$ cat src/rtl/mux_arb_pkg.sv
// mux_arb_pkg: shared state encodings and defaults for mux_2to1_arbiter
package mux_arb_pkg;
    localparam logic [1:0] ST_IDLE   = 2'd0;
    localparam logic [1:0] ST_GRANT0 = 2'd1;
    localparam logic [1:0] ST_GRANT1 = 2'd2;
    localparam int MAX_HOLD_DEF = 4;
    typedef enum logic [1:0] {
        IDLE   = ST_IDLE,
        GRANT0 = ST_GRANT0,
        GRANT1 = ST_GRANT1
    } arb_state_t;
endpackage

$ cat src/rtl/mux_2to1_arbiter_if.sv
// mux_2to1_arbiter_if: request/data/handshake bundle between two producers, the arbiter and one sink
// master: producer/sink side (drives req, data, last, ready); slave: arbiter side (drives gnt, sel, y, valid)
interface mux_2to1_arbiter_if #(parameter int DATA_W = 8);
    logic              req0_in, req1_in, last0_in, last1_in, ready_in;
    logic [DATA_W-1:0] a_in, b_in, y_out;
    logic              gnt0_out, gnt1_out, sel_out, valid_out;
    modport master (
        output req0_in, req1_in, last0_in, last1_in, ready_in, a_in, b_in,
        input  gnt0_out, gnt1_out, sel_out, valid_out, y_out
    );
    modport slave (
        input  req0_in, req1_in, last0_in, last1_in, ready_in, a_in, b_in,
        output gnt0_out, gnt1_out, sel_out, valid_out, y_out
    );
endinterface

$ cat src/rtl/mux_2to1_bus.sv
// mux_2to1_bus: combinational DATA_W-wide 2:1 mux; sel_i=0 -> a_i, sel_i=1 -> b_i
module mux_2to1_bus #(parameter int DATA_W = 8) (
    input  logic              sel_i,
    input  logic [DATA_W-1:0] a_i,
    input  logic [DATA_W-1:0] b_i,
    output logic [DATA_W-1:0] y_o
);
    assign y_o = sel_i ? b_i : a_i;
endmodule

$ cat src/rtl/mux_2to1_arbiter.sv
// mux_2to1_arbiter: round-robin burst arbiter owning the select of a 2:1 data mux
// Ports: clk_in, rst_in (sync, active-high), bus (mux_2to1_arbiter_if.slave: req/last/data in, gnt/sel/y/valid out)
// Option: MUX_ARB_TIMEOUT_EN limits a grant to MAX_HOLD beats while the other side waits
module mux_2to1_arbiter
    import mux_arb_pkg::*;
#(
    parameter int DATA_W   = 8,
    parameter int MAX_HOLD = MAX_HOLD_DEF
) (
    input  logic               clk_in,
    input  logic               rst_in,
    mux_2to1_arbiter_if.slave  bus
);
    arb_state_t state_q, state_d;
    logic sel_q, sel_d, last_srv_q, last_srv_d;
    logic gnt0, gnt1, xfer, rel, to_hit;

    if (MAX_HOLD < 1) begin : g_bad_max_hold
        $error("MAX_HOLD must be at least 1");
    end

    assign gnt0          = state_q == GRANT0;
    assign gnt1          = state_q == GRANT1;
    assign bus.gnt0_out  = gnt0;
    assign bus.gnt1_out  = gnt1;
    assign bus.sel_out   = sel_q;
    assign bus.valid_out = (gnt0 & bus.req0_in) | (gnt1 & bus.req1_in);
    assign xfer          = bus.valid_out & bus.ready_in;

`ifdef MUX_ARB_TIMEOUT_EN
    localparam int CNT_W = $clog2(MAX_HOLD + 1);
    logic [CNT_W-1:0] cnt_q, cnt_d;
    logic             other_req;
    assign other_req = gnt0 ? bus.req1_in : bus.req0_in;
    // >= rather than == so a waiter that shows up after saturation still gets in on the next beat
    assign to_hit    = xfer & other_req & (cnt_q >= CNT_W'(MAX_HOLD - 1));
    assign cnt_d     = (state_q == IDLE || rel) ? '0
                     : (xfer && cnt_q != CNT_W'(MAX_HOLD)) ? cnt_q + CNT_W'(1) : cnt_q;
    always_ff @(posedge clk_in) begin
        if (rst_in) cnt_q <= '0;
        else        cnt_q <= cnt_d;
    end
`else
    assign to_hit = 1'b0;
`endif

    assign rel = (gnt0 & ((xfer & bus.last0_in) | ~bus.req0_in))
               | (gnt1 & ((xfer & bus.last1_in) | ~bus.req1_in))
               | to_hit;

    always_comb begin
        state_d    = state_q;
        last_srv_d = last_srv_q;
        if (state_q == IDLE) begin
            state_d = (bus.req0_in & (~bus.req1_in | last_srv_q)) ? GRANT0
                    : bus.req1_in ? GRANT1 : IDLE;
        end else if (rel) begin
            last_srv_d = gnt1;
            // the waiting side goes first, then a re-grant of the same side
            state_d = gnt0 ? (bus.req1_in ? GRANT1 : bus.req0_in ? GRANT0 : IDLE)
                           : (bus.req0_in ? GRANT0 : bus.req1_in ? GRANT1 : IDLE);
        end
        sel_d = (state_d == GRANT0) ? 1'b0 : (state_d == GRANT1) ? 1'b1 : sel_q;
    end

    always_ff @(posedge clk_in) begin
        if (rst_in) begin
            state_q    <= IDLE;
            sel_q      <= 1'b0;
            last_srv_q <= 1'b1;
        end else begin
            state_q    <= state_d;
            sel_q      <= sel_d;
            last_srv_q <= last_srv_d;
        end
    end

    mux_2to1_bus #(.DATA_W(DATA_W)) u_bus (
        .sel_i (sel_q),
        .a_i   (bus.a_in),
        .b_i   (bus.b_in),
        .y_o   (bus.y_out)
    );
endmodule
$ cat src/flat_wrapper.sv
// flat-port wrapper written by rule: the top's interface ports become plain ports
module mux_2to1_arbiter_flat import mux_arb_pkg::*;
#(
    parameter int DATA_W   = 8,
    parameter int MAX_HOLD = MAX_HOLD_DEF
)
  (clk_in, rst_in, bus_req0_in, bus_req1_in, bus_last0_in, bus_last1_in, bus_ready_in, bus_a_in, bus_b_in, bus_gnt0_out, bus_gnt1_out, bus_sel_out, bus_valid_out, bus_y_out);
  mux_2to1_arbiter_if #(.DATA_W(DATA_W)) bus_i ();
  input  logic clk_in;
  input  logic rst_in;
  input wire logic [$bits(bus_i.req0_in)-1:0] bus_req0_in;
  input wire logic [$bits(bus_i.req1_in)-1:0] bus_req1_in;
  input wire logic [$bits(bus_i.last0_in)-1:0] bus_last0_in;
  input wire logic [$bits(bus_i.last1_in)-1:0] bus_last1_in;
  input wire logic [$bits(bus_i.ready_in)-1:0] bus_ready_in;
  input wire logic [$bits(bus_i.a_in)-1:0] bus_a_in;
  input wire logic [$bits(bus_i.b_in)-1:0] bus_b_in;
  output wire logic [$bits(bus_i.gnt0_out)-1:0] bus_gnt0_out;
  output wire logic [$bits(bus_i.gnt1_out)-1:0] bus_gnt1_out;
  output wire logic [$bits(bus_i.sel_out)-1:0] bus_sel_out;
  output wire logic [$bits(bus_i.valid_out)-1:0] bus_valid_out;
  output wire logic [$bits(bus_i.y_out)-1:0] bus_y_out;
  assign bus_i.req0_in = bus_req0_in;
  assign bus_i.req1_in = bus_req1_in;
  assign bus_i.last0_in = bus_last0_in;
  assign bus_i.last1_in = bus_last1_in;
  assign bus_i.ready_in = bus_ready_in;
  assign bus_i.a_in = bus_a_in;
  assign bus_i.b_in = bus_b_in;
  assign bus_gnt0_out = bus_i.gnt0_out;
  assign bus_gnt1_out = bus_i.gnt1_out;
  assign bus_sel_out = bus_i.sel_out;
  assign bus_valid_out = bus_i.valid_out;
  assign bus_y_out = bus_i.y_out;
  mux_2to1_arbiter #(.DATA_W(DATA_W), .MAX_HOLD(MAX_HOLD)) u_core (.clk_in(clk_in), .rst_in(rst_in), .bus(bus_i));
endmodule
$ cat config.mk
export PLATFORM = sky130hd
export DESIGN_NAME = mux_2to1_arbiter_flat
export DESIGN_NICKNAME = d
export VERILOG_FILES = /design/src/rtl/mux_arb_pkg.sv /design/src/rtl/mux_2to1_arbiter_if.sv /design/src/rtl/mux_2to1_bus.sv /design/src/rtl/mux_2to1_arbiter.sv /design/src/flat_wrapper.sv
export SDC_FILE = /design/constraint.sdc
export NUM_CORES = 1
export LEC_CHECK = 0
export ABC_AREA = 0
export CAP_MARGIN = 15
export CORE_AREA = 2 2 39 41
export DETAILED_ROUTE_END_ITERATION = 8
export DIE_AREA = 0 0 41 43
export PLACE_DENSITY = 0.86
export SLEW_MARGIN = 5
export SYNTH_ARGS = -nofsm -noshare
export SYNTH_HDL_FRONTEND = slang
export SYNTH_SLANG_ARGS = --single-unit
$ cat constraint.sdc
create_clock -name clk_in -period 2.6 [get_ports clk_in]
set_clock_uncertainty 0.15 [all_clocks]
set_input_delay 0.65 -clock clk_in [delete_from_list [all_inputs] [get_ports clk_in]]
set_output_delay 0.65 -clock clk_in [all_outputs]
set_load 0.1 [all_outputs]
## Word level (Yosys, flattened, before mapping)

Cells that the tools add are included.

- Register bits: 4
- Logic and storage cells: 35
- Memories: 0
- Bits in writable memories: 0
- Memory bits (read-only): 0
- Bits of input ports: 23
- Latch bits: 0

- Order comparisons: 0
- Shifts and indexed selects: 0
- Reductions and logical operators: 3
- Mux-type cells: 9
- $mul: 0
- Add/subtract/negate cells: 0
- Bitwise logic cells: 16
- Divide/modulo/power cells: 0
- Equal/unequal tests: 4

Operator list:

| kind | number |
|---|---|
| $mux 2 | 7 |
| $and 1x1->1 | 8 |
| $mux 8 | 1 |
| $or 1x1->1 | 5 |
| $eq 2x1->1 const B | 2 |
| $eq 2x2->1 const B | 2 |
| $not 1->1 | 3 |
| $logic_not 2->1 | 1 |
| $reduce_and 2->1 | 1 |
| $reduce_or 2->1 | 1 |
| $mux 1 | 1 |

## Longest topological paths before layout

Gate-level depths: netlist of run 1.

- Depth in word-level cells: 12
- Depth in mapped cells: 5
- Depth with buffers taken out: 5

## Hierarchy

A second synthesis of run 1 with hierarchy kept.

- Cells, all modules: 44
- Area total of the unflattened synthesis: 395.4 µm²

By module, submodules not included:

| module | area an instance (µm²) | cells each | seq. area each (µm²) | times used |
|---|---|---|---|---|
| mux_2to1_arbiter | 264.0 | 35 | 80.1 | 1 |
| mux_2to1_bus | 131.4 | 9 | 0.0 | 1 |

## Least setup slack after synthesis of run 1

OpenSTA, ideal clock, no wires.

- Path kind: reg2out
- Start point: register u_core.state_q[1]
- End point: output bus_valid_out
- Required time: 1,800 ps
- Arrival time: 1,905 ps
- Path buffers: 0
- Cell stages (with the launch flop): 4
- Path slack: -105 ps
- Cell sequence: dfxtp_1 -> or2b_2 -> inv_1 -> a22o_2

- Longest elaborated chain between the ends: 3
- Elaborated cells between the ends (all ways): 5
- Those cells by class: eq/ne (2); bitwise (3)

RTL lines:

| element | line | source |
|---|---|---|
| from (decl) | mux_2to1_arbiter.sv:14 | `arb_state_t state_q, state_d;` |
| from (signal assigned) | mux_2to1_arbiter.sv:72 | `state_q <= state_d;` |
| $eq 2x2->1 | mux_2to1_arbiter.sv:23 | `assign gnt1 = state_q == GRANT1;` |
| via bus_gnt1_out | flat_wrapper.sv:19 | `output wire logic [$bits(bus_i.gnt1_out)-1:0] bus_gnt1_out;` |
| $and 1x1->1 | mux_2to1_arbiter.sv:27 | `assign bus.valid_out = (gnt0 & bus.req0_in) \| (gnt1 & bus.req1_in);` |
| $or 1x1->1 | mux_2to1_arbiter.sv:27 |  |
| to (decl) | flat_wrapper.sv:21 | `output wire logic [$bits(bus_i.valid_out)-1:0] bus_valid_out;` |

The timed path passes the listed nets, and every way through them passes these cells.

## Worst setup path in the final report of run 1

- Start point: input bus_req0_in
- End point: output bus_valid_out

- Longest elaborated chain between the ends: 2

RTL lines:

| element | line | source |
|---|---|---|
| from (decl) | flat_wrapper.sv:11 | `input wire logic [$bits(bus_i.req0_in)-1:0] bus_req0_in;` |
| $and 1x1->1 | mux_2to1_arbiter.sv:27 |  |
| $or 1x1->1 | mux_2to1_arbiter.sv:27 |  |

Every way passes these cells.

==> results of run 1 <==
==> per-layer routing <==
metal	global-route usage, %	vias to the layer above	routed length, microns
met2	24.38	33	576
met4	10.00	0	23
met3	10.47	2	255
met1	13.87	217	378
li1	-	228	-
met5	0	-	0
==> metrics by stage <==
stage               area, sq um  power, mW  setup slack [ns]  util, %
global placement          842.1     0.4313            0.1635    60.85
detailed placement        842.1     0.4364            0.1606    60.85
floorplan                 382.9     0.3040           0.06750        -
finish                    864.6     0.5152            0.1544    62.48
CTS                       864.6     0.5197            0.1557    62.48
global route              864.6     0.5419           0.06874    62.48
==> state kept, by name, summed over array words and instances, names as in the netlist <==
name	cells
u_core.last_srv_q	1
u_core.state_q	2
u_core.bus.sel_out	1
==> final cells by class <==
class                      count  area (sq um)  share of cell area [%]
multi-input combinational     35         280.3                   32.42
clock buffer                   3         22.52                   2.605
inverter                       2         11.26                   1.302
sequential                     4         80.08                   9.262
timing repair buffer          36         450.4                   52.10
tap                           16         20.02                   2.315
==> critical path, cell delays in order <==
cell	delay (ns)
clkdlybuf4s50_1	0.48
nor2b_1	0.17
a22o_2	0.18
buf_12	0.17
==> power breakdown <==
group	switching (mW)	total, mW	internal (mW)
combinational	0.213	0.352	0.140
sequential	0.0129	0.0817	0.0688
clock	0.0294	0.0812	0.0519
==> kinds of logic (layout without fill, tap and decap cells) <==
group	after synthesis	after routing
AOI/OAI and AO/OA	11	11
buffers and inverters	3	41
DFF	4	4
muxes	8	8
and+or+nand+nor	16	16
==> layout by cell type (no fill, tap or decap), drive strengths merged <==
| cell type | netlist | layout |
|---|---|---|
| nand2 | 2 | 2 |
| nand3 | 2 | 2 |
| clkinvlp | 0 | 1 |
| clkdlybuf4s50 | 0 | 22 |
| and3 | 1 | 1 |
| mux2 | 8 | 8 |
| a21oi | 2 | 2 |
| buf | 1 | 14 |
| a21boi | 2 | 2 |
| a31oi | 1 | 1 |
| o32ai | 1 | 1 |
| nor2 | 4 | 4 |
| nor2b | 1 | 1 |
| nand4b | 1 | 1 |
| a2bb2oi | 1 | 1 |
| inv | 2 | 1 |
| dfxtp | 4 | 4 |
| or2b | 2 | 2 |
| a22o | 1 | 1 |
| o21ai | 3 | 3 |
| clkbuf | 0 | 3 |
| nand2b | 3 | 3 |
==> how the worst max path moves through the flow <==
stage                             startpoint       endpoint  slack, ns  cells after the start
after detailed placement         bus_req0_in  bus_valid_out       0.16                      4
after floorplan           u_core.bus.sel_out   bus_y_out[0]       0.07                      2
final                            bus_req0_in  bus_valid_out       0.15                      4
after CTS                        bus_req0_in  bus_valid_out       0.16                      4
after global placement           bus_req0_in  bus_valid_out       0.16                      4
after global routing             bus_req0_in  bus_valid_out       0.07                      4
==> results.md, run 1 <==
- Core ar.: roughly 0.0014 sq mm
- Chip Width: 41 microns
- Die height: 43 microns
- Count leader, synth: mux2_2
- Number of synthesized flops with an enable pin: 0
- DRC Markers: 0
- Hold Violations, Final: 0
- Fraction of synthesized area in multiplexers: 23.76%
- Hold Crit Class: reg -> reg
- Adder-Cell Fraction of Synth Area: 0%
- Clock buffer depth: 2
- # setup viols final: 0
- Reg2Reg Launch Point: u_core.state_q[1]
- Reg2reg setup slack: 1.11 ns
- Initial Util: between 20% and 30%
- Resized Gates After CTS: 0
- Largest family of logic cells by synthesized area: compound AO/OA/AOI/OAI gates
- Detailed Place HPWL: ~1.1 mm
- Hold Crit Depth: 2
- Final Cycle Share: a little over nine tenths
- Fmax: 0.4089 GHz
- Synth Warn #: 0
- Worst-Skew Late Latency: roughly 0.24 ns
- Drt pass-1 iters: 4
- Synth Area in Compound Gates: about a quarter
- Number of library cell types mapped by synthesis: 22
- Post-synth top cells: mux2_2, dfxtp_1, nor2_1, nand2b_1
- R2r worst-path depth: 5
- Postcts setup bufs: 0
- Cell row count: 14
- Placed Instances: just over 90
- # clock sinks: 4
- # nets final: 105
- Synth Area in Simple Gates: about a quarter
- Port bufs: 34
- Initial detailed-routing violation count: 7
- Crit start category: input port
- First-pass GRT wire length: ~1.8 mm
- Ports: 35
- H-tree Lvls: 1
- Worst-path fanout max: 2
- Yosys top cell by area: mux2_2
- Reg-to-reg critical path endpoint: u_core.bus.sel_out
- Total Wirelength: 1.234 mm
- GPL Wtd Cong: 0.7969
- Root Buffer: clkbuf_4
- Critical path class: in -> out
- Worst hold start: u_core.last_srv_q
- Cells after Synth: between 40 and 50
- CP required: about 1.8 ns
- Top FF cell, synth: dfxtp_1
- Hold_ws: about 0.34 ns
- Sequential area share after synthesis: a little over a fifth
- Syn Area/Cell: around 9.0 sq um
- Area grow syn2layout: 128.1%
- Tot GR Track Use: 15.68%
- Synth Register Bits: 4
- Hold endpoint: u_core.last_srv_q
- Layout cells sized above 1: 43.75%
- Setup_tns: 0 ns
- Vias: 480
- Maximum capacitance violations: 0
- Slew Viols, Final: 0
- RSZ-0062 raised after global routing: no
- Slew of the pin with the lowest slew margin: just over 0.4 ns
- Worst VDD drop: ~0.23 mV
- DRT antenna net count: 0
- Fin crit period: about 2.4 ns
- Antenna violations before repair: 0
- Layout fillers: around 120
- WP data arrival: roughly 1.7 ns
- Syn Std Cell Area: around 380 sq um
- Via density: approximately 5
- Synth Area in XOR/XNOR: 0%
- Post-synthesis async set-or-reset flop share: 0%
- Grt total ovfl: 0
- Vias in the first global route: around 450
- CTS Hold Bufs: 0
- Outcome: completed
- Pin count of the biggest net entering global routing: 11
- Power Density: about 600 mW/mm^2
- Ranking of synthesized cells by area: mux2_2, dfxtp_1, nand2b_1
- Die area: about 0.0018 sq mm
- Drt wl/cell: around 13 microns
- Non-filler cells, final: 96
- Synth Net Count: 65
- Leakage: around 0.35 nW
- CP Capture Type: primary output
- CTS tree: built
- TritonCTS Buffers: 3
- # diodes: 0
- Slew HR: between 70% and 80%
- Area share of the largest cell type after synthesis: a little under a quarter
- Clk slew on worst S/H paths: ~0.04 ns
(Power assumes the default switching activity.)
==> run 2, diff against run 1 <==
CTS_CLUSTER_SIZE = 28   (was unset)
==> results of run 2 <==
Final layout, timing and power as in run 1 (identical DEF).
